File: src/rtl/lfsr_pkg.sv
// lfsr_pkg: shared types, widths and the LFSR step function for the lfsr_seq block.
//   LFSR_W           - LFSR state/tap width
//   CNT_W            - step-count width
//   lfsr_seq_state_t - sequencer FSM states
//   lfsr_step()      - one Fibonacci-style shift with programmable feedback taps
package lfsr_pkg;

    localparam int unsigned LFSR_W = 8;
    localparam int unsigned CNT_W  = 16;

    typedef enum logic [1:0] {
        IDLE,
        LOAD,
        RUN
    } lfsr_seq_state_t;

    // Shift left; the new LSB is the parity of the tapped bits.
    function automatic logic [LFSR_W-1:0] lfsr_step(input logic [LFSR_W-1:0] state,
                                                    input logic [LFSR_W-1:0] taps);
        return {state[LFSR_W-2:0], ^(state & taps)};
    endfunction

endpackage

File: src/rtl/lfsr_seq_if.sv
// lfsr_seq_if: command stream, abort, output beat stream and status for lfsr_seq.
//   cmd_valid/cmd_ready          - command handshake (taps, seed, count)
//   abort                        - cancel the running command
//   out_valid/out_ready          - beat handshake (out_data, out_last)
//   busy, done, period_hit       - status
// master: host/consumer side.  slave: the sequencer.
interface lfsr_seq_if
    import lfsr_pkg::*;
#(
    parameter int unsigned WIDTH = LFSR_W,
    parameter int unsigned CNT_W = lfsr_pkg::CNT_W
);

    logic             cmd_valid;
    logic             cmd_ready;
    logic [WIDTH-1:0] cmd_taps;
    logic [WIDTH-1:0] cmd_seed;
    logic [CNT_W-1:0] cmd_count;
    logic             abort;
    logic             out_valid;
    logic             out_ready;
    logic [WIDTH-1:0] out_data;
    logic             out_last;
    logic             busy;
    logic             done;
    logic             period_hit;

    modport master (
        output cmd_valid, cmd_taps, cmd_seed, cmd_count, abort, out_ready,
        input  cmd_ready, out_valid, out_data, out_last, busy, done, period_hit
    );

    modport slave (
        input  cmd_valid, cmd_taps, cmd_seed, cmd_count, abort, out_ready,
        output cmd_ready, out_valid, out_data, out_last, busy, done, period_hit
    );

endinterface

File: src/rtl/lfsr_core.sv
// lfsr_core: tap register and LFSR state register, driven by the lfsr_seq FSM.
//   clock, reset - clock and asynchronous active-high reset
//   tap_we       - write tap_wdata into the tap register
//   load         - state <= step(load_seed) using the taps being written this cycle
//   advance      - state <= step(state) using the stored taps
//   taps, state  - current register contents
// WIDTH must equal lfsr_pkg::LFSR_W since the step function is fixed-width.
module lfsr_core
    import lfsr_pkg::*;
#(
    parameter int unsigned WIDTH = LFSR_W
) (
    input  logic             clock,
    input  logic             reset,
    input  logic             tap_we,
    input  logic [WIDTH-1:0] tap_wdata,
    input  logic             load,
    input  logic [WIDTH-1:0] load_seed,
    input  logic             advance,
    output logic [WIDTH-1:0] taps,
    output logic [WIDTH-1:0] state
);

    logic [WIDTH-1:0] taps_q;
    logic [WIDTH-1:0] state_q;
    logic [WIDTH-1:0] state_d;
    logic [WIDTH-1:0] load_taps;

    // A load in the same cycle as a tap write must already see the new taps.
    assign load_taps = tap_we ? tap_wdata : taps_q;

    always_comb begin
        state_d = state_q;
        if (load) begin
            state_d = lfsr_step(load_seed, load_taps);
        end else if (advance) begin
            state_d = lfsr_step(state_q, taps_q);
        end
    end

    always_ff @(posedge clock or posedge reset) begin
        if (reset) begin
            taps_q  <= '0;
            state_q <= '0;
        end else begin
            if (tap_we) begin
                taps_q <= tap_wdata;
            end
            state_q <= state_d;
        end
    end

    assign taps  = taps_q;
    assign state = state_q;

endmodule

File: src/rtl/lfsr_seq.sv
// lfsr_seq: command-driven sequencer for the programmable-tap LFSR.
//   clock, reset - clock and asynchronous active-high reset
//   bus (slave)  - command in {taps, seed, count}, abort, beat stream out
//                  (out_data/out_last), status busy/done/period_hit
// Accepts a command in IDLE, writes the taps and first state in LOAD, then
// emits `count` beats in RUN, one per handshake.
module lfsr_seq
    import lfsr_pkg::*;
#(
    parameter int unsigned WIDTH = LFSR_W,
    parameter int unsigned CNT_W = lfsr_pkg::CNT_W
) (
    input logic        clock,
    input logic        reset,
    lfsr_seq_if.slave  bus
);

    lfsr_seq_state_t state_q;
    lfsr_seq_state_t state_d;

    logic [WIDTH-1:0] seed_q;
    logic [CNT_W-1:0] count_q;
    logic [CNT_W-1:0] idx_q;
    logic             done_q;
    logic             period_hit_q;

    logic             accept;
    logic             handshake;
    logic             last_beat;
    logic             tap_we;
    logic             load;
    logic             advance;
    logic [WIDTH-1:0] lfsr_taps;
    logic [WIDTH-1:0] lfsr_state;

    assign accept    = (state_q == IDLE) && bus.cmd_valid;
    assign handshake = (state_q == RUN) && bus.out_ready;
    assign last_beat = (idx_q == count_q);

    lfsr_core #(
        .WIDTH (WIDTH)
    ) u_core (
        .clock     (clock),
        .reset     (reset),
        .tap_we    (tap_we),
        .tap_wdata (bus.cmd_taps),
        .load      (load),
        .load_seed (seed_q),
        .advance   (advance),
        .taps      (lfsr_taps),
        .state     (lfsr_state)
    );

    // FSM state register
    always_ff @(posedge clock or posedge reset) begin
        if (reset) begin
            state_q <= IDLE;
        end else begin
            state_q <= state_d;
        end
    end

    // FSM next state
    always_comb begin
        state_d = state_q;
        unique case (state_q)
            IDLE: begin
                if (bus.cmd_valid) begin
                    state_d = LOAD;
                end
            end
            LOAD: begin
                if (bus.abort || (count_q == '0)) begin
                    state_d = IDLE;
                end else begin
                    state_d = RUN;
                end
            end
            RUN: begin
                if (bus.abort || (handshake && last_beat)) begin
                    state_d = IDLE;
                end
            end
            default: state_d = IDLE;
        endcase
    end

    // FSM outputs
    always_comb begin
        bus.cmd_ready = (state_q == IDLE);
        bus.busy      = (state_q != IDLE);
        bus.out_valid = (state_q == RUN);
        bus.out_data  = (state_q == RUN) ? lfsr_state : '0;
        bus.out_last  = (state_q == RUN) && last_beat;
        tap_we        = (state_q == LOAD);
        load          = (state_q == LOAD);
        // Past the final beat the LFSR is left holding the last emitted value.
        advance       = handshake && !last_beat;
    end

    // Command fields, beat index and status flags
    always_ff @(posedge clock or posedge reset) begin
        if (reset) begin
            seed_q       <= '0;
            count_q      <= '0;
            idx_q        <= '0;
            done_q       <= 1'b0;
            period_hit_q <= 1'b0;
        end else begin
            done_q <= 1'b0;
            if (accept) begin
                seed_q       <= bus.cmd_seed;
                count_q      <= bus.cmd_count;
                period_hit_q <= 1'b0;
            end
            if (state_q == LOAD) begin
                idx_q <= CNT_W'(1);
                if ((count_q == '0) && !bus.abort) begin
                    done_q <= 1'b1;
                end
            end
            if (handshake) begin
                // The beat is delivered even if abort arrives with it.
                if (lfsr_state == seed_q) begin
                    period_hit_q <= 1'b1;
                end
                if (last_beat) begin
                    if (!bus.abort) begin
                        done_q <= 1'b1;
                    end
                end else begin
                    idx_q <= idx_q + CNT_W'(1);
                end
            end
        end
    end

    assign bus.done       = done_q;
    assign bus.period_hit = period_hit_q;

endmodule

File: src/flat_wrapper.sv
// flat-port wrapper written by rule: the top's interface ports become plain ports
module lfsr_seq_flat import lfsr_pkg::*;
#(
    parameter int unsigned WIDTH = LFSR_W,
    parameter int unsigned CNT_W = lfsr_pkg::CNT_W
)
  (clock, reset, bus_cmd_valid, bus_cmd_taps, bus_cmd_seed, bus_cmd_count, bus_abort, bus_out_ready, bus_cmd_ready, bus_out_valid, bus_out_data, bus_out_last, bus_busy, bus_done, bus_period_hit);
  lfsr_seq_if #(.WIDTH(WIDTH), .CNT_W(CNT_W)) bus_i ();
  input logic clock;
  input logic reset;
  input wire logic [$bits(bus_i.cmd_valid)-1:0] bus_cmd_valid;
  input wire logic [$bits(bus_i.cmd_taps)-1:0] bus_cmd_taps;
  input wire logic [$bits(bus_i.cmd_seed)-1:0] bus_cmd_seed;
  input wire logic [$bits(bus_i.cmd_count)-1:0] bus_cmd_count;
  input wire logic [$bits(bus_i.abort)-1:0] bus_abort;
  input wire logic [$bits(bus_i.out_ready)-1:0] bus_out_ready;
  output wire logic [$bits(bus_i.cmd_ready)-1:0] bus_cmd_ready;
  output wire logic [$bits(bus_i.out_valid)-1:0] bus_out_valid;
  output wire logic [$bits(bus_i.out_data)-1:0] bus_out_data;
  output wire logic [$bits(bus_i.out_last)-1:0] bus_out_last;
  output wire logic [$bits(bus_i.busy)-1:0] bus_busy;
  output wire logic [$bits(bus_i.done)-1:0] bus_done;
  output wire logic [$bits(bus_i.period_hit)-1:0] bus_period_hit;
  assign bus_i.cmd_valid = bus_cmd_valid;
  assign bus_i.cmd_taps = bus_cmd_taps;
  assign bus_i.cmd_seed = bus_cmd_seed;
  assign bus_i.cmd_count = bus_cmd_count;
  assign bus_i.abort = bus_abort;
  assign bus_i.out_ready = bus_out_ready;
  assign bus_cmd_ready = bus_i.cmd_ready;
  assign bus_out_valid = bus_i.out_valid;
  assign bus_out_data = bus_i.out_data;
  assign bus_out_last = bus_i.out_last;
  assign bus_busy = bus_i.busy;
  assign bus_done = bus_i.done;
  assign bus_period_hit = bus_i.period_hit;
  lfsr_seq #(.WIDTH(WIDTH), .CNT_W(CNT_W)) u_core (.clock(clock), .reset(reset), .bus(bus_i));
endmodule
File: config.mk
export PLATFORM = sky130hd
export DESIGN_NAME = lfsr_seq_flat
export DESIGN_NICKNAME = d
export VERILOG_FILES = /design/src/rtl/lfsr_pkg.sv /design/src/rtl/lfsr_seq_if.sv /design/src/rtl/lfsr_core.sv /design/src/rtl/lfsr_seq.sv /design/src/flat_wrapper.sv
export SDC_FILE = /design/constraint.sdc
export NUM_CORES = 1
export LEC_CHECK = 0
export BUFFER_PORTS_ARGS = -buffer_cell sky130_fd_sc_hd__buf_2
export CAP_MARGIN = 10
export CORE_MARGIN = 5
export CORE_UTILIZATION = 55
export DETAILED_ROUTE_END_ITERATION = 8
export PLACE_DENSITY_LB_ADDON = 0.3
export RECOVER_POWER = 25
export SLEW_MARGIN = 30
export SYNTH_ARGS = -nofsm -noshare
export SYNTH_HDL_FRONTEND = slang
export SYNTH_HIERARCHICAL = 1
export SYNTH_SLANG_ARGS = --single-unit
File: constraint.sdc
create_clock -name clock -period 2.7 [get_ports clock]
set_input_delay 0.54 -clock clock [delete_from_list [all_inputs] [get_ports clock]]
set_output_delay 0.54 -clock clock [all_outputs]
set_load 0.01 [all_outputs]
==> key figures, run 1 <==
Global route
  • Global-route wire length before repair: 12.59 mm
  • Tot GR Track Use: 0.2170
  • Number of global-route vias before repair: 2506
  • Initial antenna violation count: 0
  • Pin count of the biggest net entering global routing: 27
  • Grt ovf: 0
  • GRT met2 Usage: 0.3227
  • GRT busiest layer: met2
  • Met3 usage: 0.04753
  • GRT met1 Usage: 0.3127

Clock tree
  • CTS Buffer Depth: 2
  • # Post-CTS Setup Buffers: 0
  • Root buffer cell: clkbuf_8
  • Hold-fix buffers, CTS: 0
  • Clk sink count: 60
  • CTS Buf Count: 9
  • Post-CTS Resized: 0
  • H-tree depth: 3
  • Clk slew on worst S/H paths: 70 ps
  • Later-pin clock latency in the skew report: 350 ps
  • CTS tree: done

Die
  • Total die area: 0.007453 mm^2
  • Core area: 0.005574 mm^2
  • Die Y: 86.33 um
  • Rows: 27
  • IO Count: 51
  • Initial Util: 0.5749
  • Die Wd: 86.33 um

Finish
  • Synth-to-Final Area Change: 16.01%
  • Post-route cell area: 0.003717 mm^2
  • Antenna fix cells: 0
  • Share of layout cells above drive strength 1: 0.3014
  • Fin util: 0.6669
  • Layout Nets: 388
  • Fin cells: 427

Worst setup path
  • CP max stage delay: 450 ps
  • Critical-path cell list: xor2_1, nor4_1, and4_4, and2_1, buf_2
  • Startpoint types: flop
  • Class of the most critical setup path: flop to output port
  • CP delay by family, top: simple AND/OR/NAND/NOR gates
  • Worst Path Buf+Inv: 1
  • Data arrival, critical path: 2030 ps
  • CP max FO: 13
  • Worst endpoint required time: 2160 ps
  • Slowest library cell on the worst path: dfrtp_1
  • Crit path capture type: output port

Placement
  • HPWL after DPL: 5.332 mm
  • Gpl congestion: 0.9677
  • PortBufs: 50
  • Setup Slack @ Placement: 256.9 ps
  • Placed Area: 0.003528 mm^2
  • # placed instances: 411

STA
  • Final Max Tran Viols: 0
  • Post-route setup slack: 125.3 ps
  • Worst Skew: 8.722 ps
  • Endpoints failing setup: 0
  • Final hold violations: 0
  • Worst slew margin: 0.4693
  • Achievable Freq: 388.4 MHz
  • Period utilization: 0.9536
  • Fin crit period: 2575 ps
  • Sum of negative setup slack: 0 ps
  • Measured slew at the worst slew-check pin: 791.1 ps
  • RSZ-0062 raised after global routing: no

Yosys
  • Synthesized area: 0.003204 mm^2
  • FFs w/ async S/R, synth: 1.000
  • Seq cells post-synth: 60
  • Post-synth top flop: dfrtp_1
  • Average size of a mapped cell: 10.83 um^2
  • Top post-synthesis cells by area: dfrtp_1, mux2_2, xor2_1
  • Syn Inst Count: 296
  • Post-synth EDFFs: 0
  • Synth top area share: 0.4686
  • Seq/Total Area, Yosys: 0.4686
  • Most instantiated library cell after synthesis: dfrtp_1
  • Yosys warns: 6
  • Post-synth cell types: 34
  • Area leader, netlist: dfrtp_1
  • Synthesized net count: 334
  • Top cells by count, synth: dfrtp_1, nand2_1, xor2_1, mux2_2

Routing
  • Drc violations: 0
  • Number of routed nets with antenna violations: 0
  • DR iter-0 viols: 172
  • Pre-antenna DRT Iters: 5
  • DR vias/cell: 5.644
  • Vias: 2410
  • DR WL/cell: 16.94 um
  • WL final: 7.233 mm

Status
  • Outcome: completed

Job
  • Total of max-cap violations: 0

Power
  • Pwr Density: 821.8 mW/mm^2
  • Leakage power: 1.690 nW
  • Max VDD drop: 564.3 uV

Min path
  • Worst Hold Class: primary input to async pin
-- worst register-to-register path: cells and delay by family, from the launching register on --
family	cells	cell delay, ps
flip-flops	1	450
XOR/XNOR	1	180
AO/OA/AOI/OAI	2	830
AND/OR/NAND/NOR	2	630
-- routing by layer --
metal,routed length (um),vias to the layer above
li1,-,1140
met1,3336,1182
met2,3357,78
met3,436,10
met4,102,0
met5,0,-
-- area by class of cell --
class | count | area, um^2
Multi-Input combinational cell | 219 | 1630
Tap cell | 72 | 90.09
Sequential cell | 60 | 1501
Inverter | 5 | 18.77
Clock inverter | 5 | 36.28
Clock buffer | 11 | 141.4
Fill cell | 462 | 1857
Timing Repair Buffer | 55 | 299.0
-- cell usage in the layout (no fill, tap or decap), types with 2 or more instances in the layout --
master	netlist	final
dfrtp_1	60	60
buf_2	2	49
nand2_1	36	36
xor2_1	26	26
mux2_2	24	24
mux2i_1	16	16
xnor2_1	16	16
nor2_1	13	13
and2_1	12	12
nand3_1	12	12
clkbuf_8	0	10
nor4_1	9	8
o21ai_0	8	8
mux2_4	8	8
nand4_1	6	6
and3_1	5	5
a221o_1	5	5
buf_4	1	4
inv_1	5	4
clkinvlp_4	0	3
a21oi_1	3	3
a21o_1	3	3
nor3_1	3	3
clkbuf_1	7	2
nand2b_1	2	2
nor4_2	1	2
o32ai_1	2	2
nand2_2	2	2
-- per-stage QoR --
| stage | hold WS, ps | total power, mW |
|---|---|---|
| floorplan | 453.7 | 2.078 |
| global placement | 504.7 | 2.309 |
| detailed placement | 507.7 | 2.340 |
| CTS | 242.6 | 3.076 |
| global route | 275.6 | 3.256 |
| finish | 229.0 | 3.055 |
-- state kept, by name, indices dropped and copies added (netlist names) --
signal and flops:
u_core/u_core/state 8, u_core/bus.period_hit 1, u_core/idx_q 16, u_core/state_q 2, u_core/u_core/taps 8, u_core/count_q 16, u_core/seed_q 8, u_core/bus.done 1
-- logic make-up after synthesis --
group | count (synthesis) | synth area share
compound gates | 22 | 0.04764
xor+xnor | 42 | 0.1148
fa+ha+maj | 1 | 0.003904
buf+inv | 17 | 0.02655
flops | 60 | 0.4686
mux | 48 | 0.1718
simple gates | 106 | 0.1667
-- final timing paths --
check	startpoint	to	slack (ps)	cells past startpoint
worst max register to register	u_core/idx_q[13]$_DFF_PP0_	u_core/idx_q[7]$_DFF_PP0_	550	5
min in group clock	bus_cmd_count[8]	u_core/count_q[8]$_DFFE_PP0P_	420	2
worst min-delay path	reset	u_core/count_q[13]$_DFFE_PP0P_	230	2
worst max-delay path	u_core/idx_q[13]$_DFF_PP0_	bus_out_last	130	5
worst min register to register	u_core/u_core/taps[6]$_DFF_PP0_	u_core/u_core/taps[6]$_DFF_PP0_	530	1
max in group asynchronous	reset	u_core/bus.period_hit$_DFF_PP0_	1930	3
-- power by group --
| part | internal, mW | switching [mW] | leakage, nW | total, mW |
|---|---|---|---|---|
| clock | 0.359 | 0.364 | 0.0820 | 0.723 |
| combinational | 0.516 | 0.442 | 0.864 | 0.958 |
| sequential | 1.12 | 0.258 | 0.744 | 1.37 |
No activity file was read; power rests on OpenSTA's default activity.
==> run 2: changes to the inputs <==
--- a/config.mk
+++ b/config.mk
@@ -10,6 +10,7 @@
 export CORE_MARGIN = 5
 export CORE_UTILIZATION = 55
 export DETAILED_ROUTE_END_ITERATION = 8
+export MAX_ROUTING_LAYER = met4
 export PLACE_DENSITY_LB_ADDON = 0.3
 export RECOVER_POWER = 25
 export SLEW_MARGIN = 30
==> run 2 against run 1 <==
  * Total power increased by 0.16%
  * Cell count unchanged
  * Combinational power increased by 0.4%
  * Clock-buffer cell count unchanged
  * Non-clock buffer count unchanged
  * Routed wire length increased by 0.50%
  * Sequential power about the same
  * Final area unchanged
  * Hold slack got worse by 1.3 ps
  * Critical path type unchanged
  * Critical endpoint unchanged
  * Largest power group unchanged
  * Highest routed layer unchanged
==> key figures, run 2 (synthesis gave the netlist of run 1 again) <==
Status
  • Outcome: completed

Die
  • Die Y: 86.33 um
  • Initial Util: 0.5749
  • Die Wd: 86.33 um
  • Total die area: 0.007453 mm^2
  • Rows: 27
  • IO Count: 51
  • Core area: 0.005574 mm^2

Finish
  • Antenna fix cells: 0
  • Synth-to-Final Area Change: 16.01%
  • Share of layout cells above drive strength 1: 0.3014
  • Fin cells: 427
  • Fin util: 0.6669
  • Multi-input combinational cell area: 0.001630 mm^2
  • Sequential Area: 0.001501 mm^2
  • Top Registers: u_core/count_q (16), u_core/idx_q (16)
  • Most frequent cells in the layout: dfrtp_1, buf_2, nand2_1, xor2_1, mux2_2
  • Commonest non-fill, non-tap cell in the layout: dfrtp_1
  • Layout Nets: 388
  • # fillers: 462

Global route
  • Initial antenna violation count: 0
  • Pin count of the biggest net entering global routing: 27
  • Grt ovf: 0
  • Global-route wire length before repair: 12.59 mm
  • Number of global-route vias before repair: 2509
  • Tot GR Track Use: 0.2234

STA
  • RSZ-0062 raised after global routing: no
  • Measured slew at the worst slew-check pin: 784.2 ps
  • Fin crit period: 2583 ps
  • Hold WS: 227.8 ps
  • Achievable Freq: 387.1 MHz
  • Worst Skew: 8.194 ps
  • Final hold violations: 0
  • Worst slew margin: 0.4740
  • Endpoints failing setup: 0
  • Final Max Tran Viols: 0
  • Period utilization: 0.9567
  • Sum of negative setup slack: 0 ps

Worst setup path
  • Critical-path cell list: xor2_1, nor4_1, and4_4, and2_1, buf_2
  • Class of the most critical setup path: flop to output port
  • CP delay by family, top: simple AND/OR/NAND/NOR gates
  • Startpoint types: flop
  • Slowest library cell on the worst path: dfrtp_1
  • Data arrival, critical path: 2040 ps
  • Worst Path Buf+Inv: 1
  • Crit path capture type: output port
  • CP max stage delay: 450 ps
  • CP max FO: 13
  • Worst endpoint required time: 2160 ps

Power
  • Leakage power: 1.690 nW
  • Pwr Density: 823.1 mW/mm^2
  • Max VDD drop: 566.7 uV

Min path
  • Worst Hold Class: primary input to async pin

Placement
  • # placed instances: 411
  • PortBufs: 50
  • HPWL after DPL: 5.332 mm
  • Gpl congestion: 0.9856

Routing
  • DR iter-0 viols: 201
  • DR vias/cell: 5.672
  • WL final: 7.269 mm
  • Pre-antenna DRT Iters: 4
  • Vias: 2422
  • Drc violations: 0
  • DR WL/cell: 17.02 um
  • Number of routed nets with antenna violations: 0

Clock tree
  • Clk sink count: 60
  • H-tree depth: 3
  • CTS Buffer Depth: 2
  • CTS tree: done
  • Hold-fix buffers, CTS: 0
  • Root buffer cell: clkbuf_8
  • CTS Buf Count: 9
  • # Post-CTS Setup Buffers: 0
  • Later-pin clock latency in the skew report: 350 ps
  • Clk slew on worst S/H paths: 70 ps

Job
  • Total of max-cap violations: 0
## run 2: cell counts in the layout (fill, tap and decap cells not counted)
No cell type changed its count.
## run 2: where the power goes
part           internal, mW  switching [mW]  leakage [nW]
sequential             1.12           0.257         0.744
combinational         0.516           0.446         0.864
clock                 0.359           0.366        0.0820
total                  1.99            1.07          1.69
## run 2: per-layer routing
metal | vias to the layer above | share of wire | global-route usage | routed length, um
li1 | 1137 | - | - | -
met4 | 0 | 0.013 | 0.07649 | 98
met2 | 74 | 0.46 | 0.3234 | 3379
met3 | 10 | 0.054 | 0.04468 | 395
met1 | 1201 | 0.47 | 0.3140 | 3394
met5 | - | 0 | - | 0
## run 2: worst register-to-register path: stages, from the launching register on
cell and delay [ps]:
dfrtp_1 450, xor2_1 180, nor4_1 390, nand4_1 230
a21oi_1 580, a221o_1 270
## run 2: path summary, 6_finish.rpt
kind                                            startpoint                              end  slack, ps  depth (start not counted)
hold / removal                                       reset    u_core/count_q[9]$_DFFE_PP0P_        230                          2
max in group asynchronous                            reset  u_core/bus.period_hit$_DFF_PP0_       1940                          3
setup / recovery                u_core/idx_q[13]$_DFF_PP0_                     bus_out_last        120                          5
setup reg to reg                u_core/idx_q[13]$_DFF_PP0_        u_core/idx_q[7]$_DFF_PP0_        520                          5
min in group clock                        bus_cmd_count[8]    u_core/count_q[8]$_DFFE_PP0P_        420                          2
hold reg to reg            u_core/u_core/taps[7]$_DFF_PP0_  u_core/u_core/taps[7]$_DFF_PP0_        530                          1
## run 2: metrics by stage
stage               cell area [um^2]  worst slack (ps)  power [mW]
floorplan                       3204             655.1       2.078
global placement                3528             359.1       2.309
detailed placement              3528             256.9       2.340
CTS                             3706             16.98       3.076
global route                    3717             32.91       3.257
finish                          3717             117.0       3.060
## run 2: cell type report
class	count	area share
well taps	72	0.02423
flip-flops and latches	60	0.4039
repair buffers	55	0.08044
clock inverters	5	0.009761
inverters	5	0.005049
clock buffers	11	0.03803
multi-input cells	219	0.4386
## run 2: what timing repair did
item / 4_1_cts / 5_1_grt
endpoints found under the hold margin: 0 / 0
resized for setup: 0 / 2
setup endpoints to repair: 0 / 1
==> run 3: changes to the inputs <==
--- a/config.mk
+++ b/config.mk
@@ -8,7 +8,7 @@
 export BUFFER_PORTS_ARGS = -buffer_cell sky130_fd_sc_hd__buf_2
 export CAP_MARGIN = 10
 export CORE_MARGIN = 5
-export CORE_UTILIZATION = 55
+export CORE_UTILIZATION = 45
 export DETAILED_ROUTE_END_ITERATION = 8
 export MAX_ROUTING_LAYER = met4
 export PLACE_DENSITY_LB_ADDON = 0.3
@@ -16,5 +16,4 @@
 export SLEW_MARGIN = 30
 export SYNTH_ARGS = -nofsm -noshare
 export SYNTH_HDL_FRONTEND = slang
-export SYNTH_HIERARCHICAL = 1
 export SYNTH_SLANG_ARGS = --single-unit
==> run 3 against run 2 <==
  * Global-route usage decreased by 4.6 points
  * Register-to-register slack improved by 30 ps
  * Utilization decreased by 12 points
==> key figures, run 3 <==
Status
  • Outcome: completed

STA
  • Hold WS: 367.6 ps
  • Achievable Freq: 411.6 MHz
  • Period utilization: 0.8997
  • RSZ-0062 raised after global routing: no
  • Sum of negative setup slack: 0 ps
  • Fin crit period: 2429 ps
  • Worst slew margin: 0.3572
  • Final Max Tran Viols: 0
  • Measured slew at the worst slew-check pin: 964.2 ps
  • Endpoints failing setup: 0
  • Final hold violations: 0
  • Worst Skew: 9.856 ps

Yosys
  • Area leader, netlist: dfrtp_1
  • Synth top area share: 0.4766
  • Post-synth cell types: 37
  • Syn Inst Count: 294
  • Post-synth EDFFs: 0
  • Top post-synthesis cells by area: dfrtp_1, mux2_1, xnor2_1
  • Average size of a mapped cell: 10.72 um^2
  • Synthesized area: 0.003151 mm^2
  • FFs w/ async S/R, synth: 1.000
  • Most instantiated library cell after synthesis: dfrtp_1
  • Yosys warns: 0
  • Seq/Total Area, Yosys: 0.4766
  • Post-synth top flop: dfrtp_1
  • Seq cells post-synth: 60
  • Top cells by count, synth: dfrtp_1, nand2_1, xnor2_1, mux2_1, nor2_1
  • Synthesized net count: 332

Finish
  • Sequential Area: 0.001501 mm^2
  • Antenna fix cells: 0
  • Fin cells: 450
  • Synth-to-Final Area Change: 17.75%
  • Post-route cell area: 0.003710 mm^2
  • Share of layout cells above drive strength 1: 0.2316
  • Most frequent cells in the layout: dfrtp_1, buf_2, nand2_1, xnor2_1, mux2_1
  • Top Registers: u_core.count_q (16), u_core.idx_q (16)
  • Layout Nets: 387
  • Commonest non-fill, non-tap cell in the layout: dfrtp_1
  • # fillers: 621
  • Multi-input combinational cell area: 0.001583 mm^2

Routing
  • DR WL/cell: 15.32 um
  • Number of routed nets with antenna violations: 0
  • WL final: 6.892 mm
  • Vias: 2325
  • DR iter-0 viols: 182
  • DR vias/cell: 5.167
  • Pre-antenna DRT Iters: 4
  • Drc violations: 0

Clock tree
  • Clk slew on worst S/H paths: 70 ps
  • CTS tree: done
  • Post-CTS Resized: 0
  • # Post-CTS Setup Buffers: 0
  • CTS Buffer Depth: 2
  • Clk sink count: 60
  • CTS Buf Count: 9
  • H-tree depth: 3
  • Hold-fix buffers, CTS: 0
  • Later-pin clock latency in the skew report: 340 ps
  • Root buffer cell: clkbuf_8

Power
  • P_sw: 0.9535 mW
  • Internal power: 2.033 mW
  • Combinational share of power: 0.282
  • Max VDD drop: 396.8 uV
  • Seq pwr share: 0.441
  • Clock power frac: 0.277
  • Leakage power: 1.682 nW
  • Switching Share: 0.3193
  • Post-layout power: 2.986 mW
  • Pwr Density: 805.0 mW/mm^2

Min path
  • Worst Hold Class: primary input to flop
  • Worst Hold Launch: bus_abort
  • Worst hold stages: 2

Global route
  • Grt ovf: 0
  • Number of global-route vias before repair: 2400
  • Pin count of the biggest net entering global routing: 31
  • Initial antenna violation count: 0
  • Tot GR Track Use: 0.1777
  • Global-route wire length before repair: 11.85 mm

Placement
  • HPWL after DPL: 5.066 mm
  • Placed Area: 0.003508 mm^2
  • # placed instances: 434
  • PortBufs: 50
  • Gpl congestion: 0.8616

Die
  • Die Y: 93.67 um
  • Die Wd: 93.67 um
  • Rows: 30
  • Initial Util: 0.4637
  • IO Count: 51
  • Core area: 0.006794 mm^2
  • Total die area: 0.008774 mm^2

Worst setup path
  • Crit path capture type: output port
  • Data arrival, critical path: 1890 ps
  • Class of the most critical setup path: flop to output port
  • R2R cell count: 6
  • Crit path launch: u_core.idx_q[9]$_DFF_PP0_
  • Worst endpoint required time: 2160 ps
  • Startpoint types: flop
  • CP max FO: 12
  • R2r startpoint: u_core.state_q[1]$_DFFE_PP0P_

Job
  • Total of max-cap violations: 0
-- run 3: cell type report --
type,instances,area share
clock inverters,4,0.01282
repair buffers,56,0.07858
flip-flops and latches,60,0.4047
inverters,3,0.003035
clock buffers,12,0.04182
multi-input cells,219,0.4266
well taps,96,0.03238
-- run 3: cells by family after synthesis --
| kind of cell | after synthesis | synth area share |
|---|---|---|
| simple gates | 114 | 0.1875 |
| flops | 60 | 0.4766 |
| xor+xnor | 41 | 0.1275 |
| mux | 38 | 0.1374 |
| compound gates | 25 | 0.04527 |
| buf+inv | 15 | 0.02184 |
| fa+ha+maj | 1 | 0.003971 |
-- run 3: critical path: stages (launching register included) --
cell	delay [ps]
dfrtp_1	460
xnor2_1	190
nand4_1	110
nor4_1	300
buf_4	230
and2_1	140
buf_2	120
-- run 3: stage by stage --
stage	util	setup WS, ps
2_1_floorplan	-	675.3
3_3_place_gp	0.5164	574.3
3_5_place_dp	0.5164	505.9
4_1_cts	0.5462	255.7
5_1_grt	0.5460	95.67
6_report	0.5460	270.7
-- run 3: power groups by stage --
stage / Sequential (mW) / Clock [mW] / Combinational (mW)
floorplan: 1.25 / 0 / 0.702
global placement: 1.33 / 0 / 0.826
detailed placement: 1.33 / 0 / 0.849
CTS: 1.32 / 0.843 / 0.853
global route: 1.35 / 0.879 / 0.930
finish: 1.32 / 0.827 / 0.842
-- run 3: per-layer routing --
metal / wire (um) / vias up / GRT usage
met5: 0 / - / -
li1: - / 1126 / -
met1: 3354 / 1129 / 0.2542
met3: 302 / 11 / 0.03045
met2: 3108 / 59 / 0.2490
met4: 127 / 0 / 0.07581
-- run 3: final timing paths --
check / to / slack, ps
max: bus_out_last / 270
min: u_core.bus.done$_DFF_PP0_ / 370
max reg2reg: u_core.u_core.state[0]$_DFFE_PP0P_ / 550
min reg2reg: u_core.u_core.taps[6]$_DFF_PP0_ / 500
max in group asynchronous: u_core.idx_q[7]$_DFF_PP0_ / 920
min in group asynchronous: u_core.u_core.taps[4]$_DFF_PP0_ / 400
